[config.mk]
export PLATFORM = sky130hd
export DESIGN_NAME = switch_conditioner_flat
export DESIGN_NICKNAME = d
export VERILOG_FILES = /design/src/rtl/switch_conditioner_if.sv /design/src/rtl/switch_conditioner.sv /design/src/flat_wrapper.sv
export SDC_FILE = /design/constraint.sdc
export NUM_CORES = 1
export LEC_CHECK = 0
export BUFFER_PORTS_ARGS = -buffer_cell sky130_fd_sc_hd__buf_4
export CELL_PAD_IN_SITES_DETAIL_PLACEMENT = 1
export CELL_PAD_IN_SITES_GLOBAL_PLACEMENT = 2
export CORE_MARGIN = 4
export CORE_UTILIZATION = 31
export DETAILED_ROUTE_END_ITERATION = 10
export MAX_ROUTING_LAYER = met4
export PLACE_DENSITY_LB_ADDON = 0.08
export SETUP_SLACK_MARGIN = 0.5
export SYNTH_ARGS = -nofsm -noshare
export SYNTH_HDL_FRONTEND = slang
export SYNTH_SLANG_ARGS = --single-unit
[constraint.sdc]
create_clock -name CLOCK_50 -period 5.5 [get_ports CLOCK_50]
set_clock_uncertainty 0.05 [all_clocks]
set_input_delay 0.275 -clock CLOCK_50 [delete_from_list [all_inputs] [get_ports CLOCK_50]]
set_output_delay 0.275 -clock CLOCK_50 [all_outputs]
set_load 0.05 [all_outputs]
[src/rtl/switch_conditioner_if.sv]
// switch_conditioner_if: raw switch inputs plus conditioned levels, pulses and release command
interface switch_conditioner_if #(parameter int N = 5, parameter int ID_W = 3);
  logic [N-1:0] sw_in;
  logic [N-1:0] sw_level;
  logic [N-1:0] press_pulse;
  logic [N-1:0] release_pulse;
  logic cmd_valid;
  logic [ID_W-1:0] cmd_id;
  logic cmd_collision;
  modport master(output sw_in, input sw_level, press_pulse, release_pulse, cmd_valid, cmd_id, cmd_collision);
  modport slave(input sw_in, output sw_level, press_pulse, release_pulse, cmd_valid, cmd_id, cmd_collision);
endinterface

[src/rtl/switch_conditioner.sv]
// switch_conditioner: synchronise, debounce and edge-detect board switches; encode releases into a command
module switch_conditioner #(
  parameter int N = 5,
  parameter int DEBOUNCE = 4,
  parameter int CNT_W = 20,
  parameter int ID_W = 3
) (
  input logic CLOCK_50,
  input logic RESET_N,
  switch_conditioner_if.slave bus
);
  logic [N-1:0] s1, s2, level, press, rel;
  logic [CNT_W-1:0] cnt [N];
  logic [ID_W-1:0] id;
  always_ff @(posedge CLOCK_50 or negedge RESET_N)
    if (!RESET_N) begin
      s1 <= '0;
      s2 <= '0;
      level <= '0;
      press <= '0;
      rel <= '0;
      for (int i = 0; i < N; i++) cnt[i] <= '0;
    end else begin
      s1 <= bus.sw_in;
      s2 <= s1;
      for (int i = 0; i < N; i++) begin
        press[i] <= 1'b0;
        rel[i] <= 1'b0;
        if (s2[i] == level[i]) cnt[i] <= '0;
        else if (cnt[i] == CNT_W'(DEBOUNCE - 1)) begin
          level[i] <= s2[i];
          cnt[i] <= '0;
          press[i] <= s2[i];
          rel[i] <= ~s2[i];
        end else cnt[i] <= cnt[i] + CNT_W'(1);
      end
    end
  // later iterations overwrite earlier ones, so the highest releasing index wins
  always_comb begin
    id = '0;
    for (int i = 0; i < N; i++) if (rel[i]) id = ID_W'(i);
  end
  assign bus.sw_level = level;
  assign bus.press_pulse = press;
  assign bus.release_pulse = rel;
  assign bus.cmd_valid = |rel;
  assign bus.cmd_id = id;
  assign bus.cmd_collision = |(rel & (rel - N'(1)));
endmodule

[src/flat_wrapper.sv]
// flat-port wrapper written by rule: the top's interface ports become plain ports
module switch_conditioner_flat 
#(
  parameter int N = 5,
  parameter int DEBOUNCE = 4,
  parameter int CNT_W = 20,
  parameter int ID_W = 3
)
  (CLOCK_50, RESET_N, bus_sw_in, bus_sw_level, bus_press_pulse, bus_release_pulse, bus_cmd_valid, bus_cmd_id, bus_cmd_collision);
  switch_conditioner_if #(.N(N), .ID_W(ID_W)) bus_i ();
  input logic CLOCK_50;
  input logic RESET_N;
  input wire logic [$bits(bus_i.sw_in)-1:0] bus_sw_in;
  output wire logic [$bits(bus_i.sw_level)-1:0] bus_sw_level;
  output wire logic [$bits(bus_i.press_pulse)-1:0] bus_press_pulse;
  output wire logic [$bits(bus_i.release_pulse)-1:0] bus_release_pulse;
  output wire logic [$bits(bus_i.cmd_valid)-1:0] bus_cmd_valid;
  output wire logic [$bits(bus_i.cmd_id)-1:0] bus_cmd_id;
  output wire logic [$bits(bus_i.cmd_collision)-1:0] bus_cmd_collision;
  assign bus_i.sw_in = bus_sw_in;
  assign bus_sw_level = bus_i.sw_level;
  assign bus_press_pulse = bus_i.press_pulse;
  assign bus_release_pulse = bus_i.release_pulse;
  assign bus_cmd_valid = bus_i.cmd_valid;
  assign bus_cmd_id = bus_i.cmd_id;
  assign bus_cmd_collision = bus_i.cmd_collision;
  switch_conditioner #(.N(N), .DEBOUNCE(DEBOUNCE), .CNT_W(CNT_W), .ID_W(ID_W)) u_core (.CLOCK_50(CLOCK_50), .RESET_N(RESET_N), .bus(bus_i));
endmodule
## Word-level counts from Yosys, hierarchy flattened

Cells that the tools add are included.

| operators by class | value |
|---|---|
| add/subtract/negate cells | 6 |
| eq/ne operators | 10 |
| mux-type cells | 34 |
| bitwise operators | 11 |
| reductions and logical operators | 7 |

Operators with widths:

| operator | number |
|---|---|
| two-way mux 20 bit | 10 |
| adder 20 x 1 -> 20 bit (second input constant) | 5 |
| == test 20 x 2 -> 1 bit (second input constant) | 5 |
| two-way mux 1 bit | 21 |
| NOT 1 bit | 10 |
| AND reduction 2 bit | 5 |
| OR reduction 5 bit | 2 |
| AND 5 bit | 1 |
| == test 1 bit | 5 |
| subtractor 5 x 1 -> 5 bit (second input constant) | 1 |
| two-way mux 2 bit | 2 |
| two-way mux 3 bit | 1 |

| word-level totals | value |
|---|---|
| bits in registers | 125 |
| input port bits | 7 |
| output and inout port bits | 20 |
| word-level logic and storage cells | 82 |

## Longest topological paths before layout

| depth | value |
|---|---|
| depth in word-level cells | 4 |
| depth in mapped cells | 7 |
| depth with buffers taken out | 5 |

## Worst setup path after synthesis

OpenSTA, ideal clock, no wires.

| path | value |
|---|---|
| kind | register -> output |
| start point | register u_core.rel[4], in the netlist u_core.bus.release_pulse[4] |
| end point | output port bus_cmd_collision |
| arrival | 1.811 ns |
| required time | 5.175 ns |
| path slack | 3.364 ns |
| stages on the path, launching flop included | 5 |
| path buffers | 0 |
| cells stage by stage | dfrtp_1 > a21oi_1 > o21bai_1 > a21oi_1 > a21oi_1 |

| between the ends | value |
|---|---|
| word-level cells in the longest chain between the ends | 3 |

RTL lines:

| what | RTL line | text |
|---|---|---|
| from (decl) | switch_conditioner.sv:12 | `logic [N-1:0] s1, s2, level, press, rel;` |
| from (signal, indexed assignment) | switch_conditioner.sv:34 | `rel[i] <= ~s2[i];` |
| subtractor 5 x 1 -> 5 bit | switch_conditioner.sv:48 | `assign bus.cmd_collision = \|(rel & (rel - N'(1)));` |
| AND 5 bit * | switch_conditioner.sv:48 |  |
| OR reduction 5 bit * | switch_conditioner.sv:48 |  |
| to (decl) | flat_wrapper.sv:19 | `output wire logic [$bits(bus_i.cmd_collision)-1:0] bus_cmd_collision;` |

Mark *: on every way between the ends. The rest lies on a longest branch, timed or not.

## Worst setup path after layout

| path | value |
|---|---|
| start point | register u_core.cnt[60] (netlist name) |
| end point | register u_core.cnt[79] (netlist name) |

| between the ends | value |
|---|---|
| word-level cells in the longest chain between the ends | 3 |
| elaborated cells between the ends (all ways) | 4 |
| classes of those cells | add/sub (1); eq/ne (1); mux (2) |

RTL lines:

| what | RTL line | text |
|---|---|---|
| from (decl) | switch_conditioner.sv:13 | `logic [CNT_W-1:0] cnt [N];` |
| from (signal, indexed assignment) | switch_conditioner.sv:35 | `end else cnt[i] <= cnt[i] + CNT_W'(1);` |
| adder 20 x 1 -> 20 bit or == test 20 x 2 -> 1 bit (tied branches) | switch_conditioner.sv:35, switch_conditioner.sv:30 |  |
| two-way mux 20 bit * | switch_conditioner.sv:30 | `else if (cnt[i] == CNT_W'(DEBOUNCE - 1)) begin` |
| two-way mux 20 bit * | switch_conditioner.sv:29 | `if (s2[i] == level[i]) cnt[i] <= '0;` |

Marks and branches as above.
A chain may end at the register's enable or synchronous reset.

==> flow_summary.toml <==
[setup_path]
critPathMaxFanout = 10
critPathSlowestCell = "o41ai_2"
required_ns = 5.75
start_kind = "register"
critical_path.cell_chain = "ha_1 -> nor4b_1 -> nand4_1 -> o41ai_2 -> buf_4 -> a21oi_1"
critPathKind = "reg -> reg"
cp_top_family = "compound AO/OA/AOI/OAI gates"
endpoint_kind = "register"
critical-path-max-stage-delay_ns = 0.67
cp_data_arrival_time_ns = 2.61
cp_num_buf_inv = 1

[routing]
wl_um = 14140
drc = 0
dr_total_vias = 4487
postRouteAntennaNets = 0
drt-initial-drc-count = 134
vias_per_cell = 5.013
routedWlPerCell_um = 15.80
drtPass1Iterations = 4

[global_route]
grt_pass1_vias = 4750
grt_start_max_net_pins = 82
grt-ovfl-total = 0
grt_pass1_wl_um = 24300
grt_usage = 0.1448
antenna_found_initial = 0

[die]
initial_core_util = 0.3165
placementRows = 50
ios = 27
die_area_um2 = 21510
core_um2 = 18830
die_h_um = 146.7
die_w_um = 146.7

[logic_synthesis]
synth.distinct_cells = 40
syn_area_um2 = 5961
syn_inst = 586
synth_fp_nets = 598
ys_warn_count = 0
synth_area_per_cell_um2 = 10.17
ys_ff_latch = 125
synth-seq-area-share = 0.5248

[placed_design]
place_congestion = 0.7479
dp_cells = 857
dp_hpwl_um = 9581
port-buffer-count = 26

[clock_network]
postCtsSetupBuffers = 0
cts_num_sinks = 125
clockBufferDepth = 2
numCtsBuffers = 17
clk_pin_slew_ns = 0.05
cts_tree = "built"
postCtsResizedCells = 0
insertion_delay_ns = 0.42
root_buffer = "clkbuf_16"
htree_levels = 4

[cells_and_area]
final_cell_mix = "125 x dfrtp_1, 98 x nor2_1, 54 x xnor2_1"
drive_gt1_frac = 0.1134
instances_no_fill = 895
nets = 634
final_common_cell = "dfrtp_1"
antenna_cells = 0
area_growth_pct = 18.18

[sta]
fin_tns_setup_ns = 0
slew_headroom = 0.3075
rsz0062_at_grt = "false"
setup_viol = 0
clock.fmax_ghz = 0.4235
whs_ns = 0.3013
finalCritPeriodShare = 0.4294
final-hold-violation-count = 0
layout_min_cycle_time_ns = 2.361
max_slew.worst_pin.slew_ns = 1.035
slew_viol_final = 0

[power]
leakage_nw = 2.840
p_clk_frac = 0.405
internal_power_w = 0.001830
sw_frac_of_total = 0.3086
vdd_ir_drop_max_v = 0.0001912
p_sw_w = 0.0008168
powerDensity_nw_per_um2 = 375.7
pwr-share-seq = 0.408
finalPower_w = 0.002647
p_comb_frac = 0.188

[min_path]
hold_class = "reg -> reg"

[run]
cap_violations = 0

[outcome]
outcome = "completed"
[cell usage after synthesis (all sizes together)]
cell type / count / area, µm²
inv: 13 / 48.80
nand3b: 1 / 7.510
a21o: 3 / 22.52
o31ai: 1 / 7.510
clkbuf: 8 / 31.28
or4: 7 / 52.55
nor3b: 13 / 97.59
and4: 7 / 61.31
or3: 17 / 106.4
nor4b: 8 / 70.07
nor4: 27 / 168.9
o21bai: 1 / 7.510
a21oi: 18 / 90.09
a21bo: 1 / 10.01
ha: 5 / 62.56
nor2: 98 / 367.9
and3: 14 / 88.84
o41ai: 4 / 76.33
o21ai: 14 / 70.07
nand2: 22 / 82.58
mux2: 5 / 56.30
buf: 11 / 65.05
mux2i: 3 / 30.03
nand3: 35 / 175.2
xnor2: 54 / 473.0
nor3: 20 / 100.1
nand4: 26 / 190.2
a31oi: 1 / 6.260
dfrtp: 125 / 3128
a211oi: 3 / 22.52
xor2: 21 / 183.9
[final cells by class]
class                   instances  area [µm²]
repair buffers                 36       289.0
flip-flops and latches        125        3128
multi-input cells             429        2688
well taps                     260       325.3
clock inverters                 7       60.06
fillers                      2091       11790
clock buffers                  25       505.5
inverters                      13       48.80
[metrics by stage]
step	setup slack (ns)	cell area, µm²	util
after detailed placement	3.096	6419	0.3409
after floorplan	3.364	5961	-
after global placement	3.206	6419	0.3409
final	3.139	7044	0.3741
after CTS	3.093	7044	0.3741
after global routing	2.848	7044	0.3741
[layer usage]
layer	wire, µm	GRT usage
met4	225	0.05880
met1	6950	0.1891
met3	377	0.03538
met5	0	-
met2	6587	0.2162
[flip-flops by register name, indices dropped and copies added, names as in the netlist]
signal                    count
u_core.cnt                  100
u_core.s2                     5
u_core.s1                     5
u_core.bus.release_pulse      5
u_core.bus.sw_level           5
u_core.bus.press_pulse        5
[cells by family (layout without fill, tap and decap cells)]
kind of cell | Yosys count | after routing | share of synthesized area
DFF | 125 | 125 | 0.5248
and+or+nand+nor | 295 | 295 | 0.2632
buffers and inverters | 32 | 81 | 0.02435
xor gates and xnor gates | 75 | 75 | 0.1102
AOI/OAI and AO/OA | 46 | 46 | 0.05248
adders and majority gates | 5 | 5 | 0.01050
muxes | 8 | 8 | 0.01448
[power groups by stage]
| stage | Sequential (W) | Combinational, W | Clock, W |
|---|---|---|---|
| 4_1_cts | 0.00108 | 0.000513 | 0.00112 |
| 6_report | 0.00108 | 0.000497 | 0.00107 |
| 3_5_place_dp | 0.00109 | 0.000508 | 0 |
| 3_3_place_gp | 0.00109 | 0.000506 | 0 |
| 2_1_floorplan | 0.00113 | 0.000297 | 0 |
| 5_1_grt | 0.00109 | 0.000550 | 0.00116 |
[repair_timing]
item,CTS,global route
setup endpoints to repair,0,0
endpoints found under the hold margin,85,0
hold buffers,6,0
[worst paths after layout]
kind / depth (start not counted) / from / slack [ns] / end
setup / recovery: 6 / u_core.cnt[60]$_DFF_PN0_ / 3.14 / u_core.cnt[79]$_DFF_PN0_
hold / removal: 0 / u_core.s1[2]$_DFF_PN0_ / 0.30 / u_core.s2[2]$_DFF_PN0_
setup reg to reg: 6 / u_core.cnt[60]$_DFF_PN0_ / 3.14 / u_core.cnt[79]$_DFF_PN0_
hold reg to reg: 0 / u_core.s1[2]$_DFF_PN0_ / 0.30 / u_core.s2[2]$_DFF_PN0_
max in group asynchronous: 3 / RESET_N / 3.92 / u_core.cnt[53]$_DFF_PN0_
min in group asynchronous: 2 / RESET_N / 0.41 / u_core.cnt[93]$_DFF_PN0_
No activity file was read; power rests on OpenSTA's default activity.
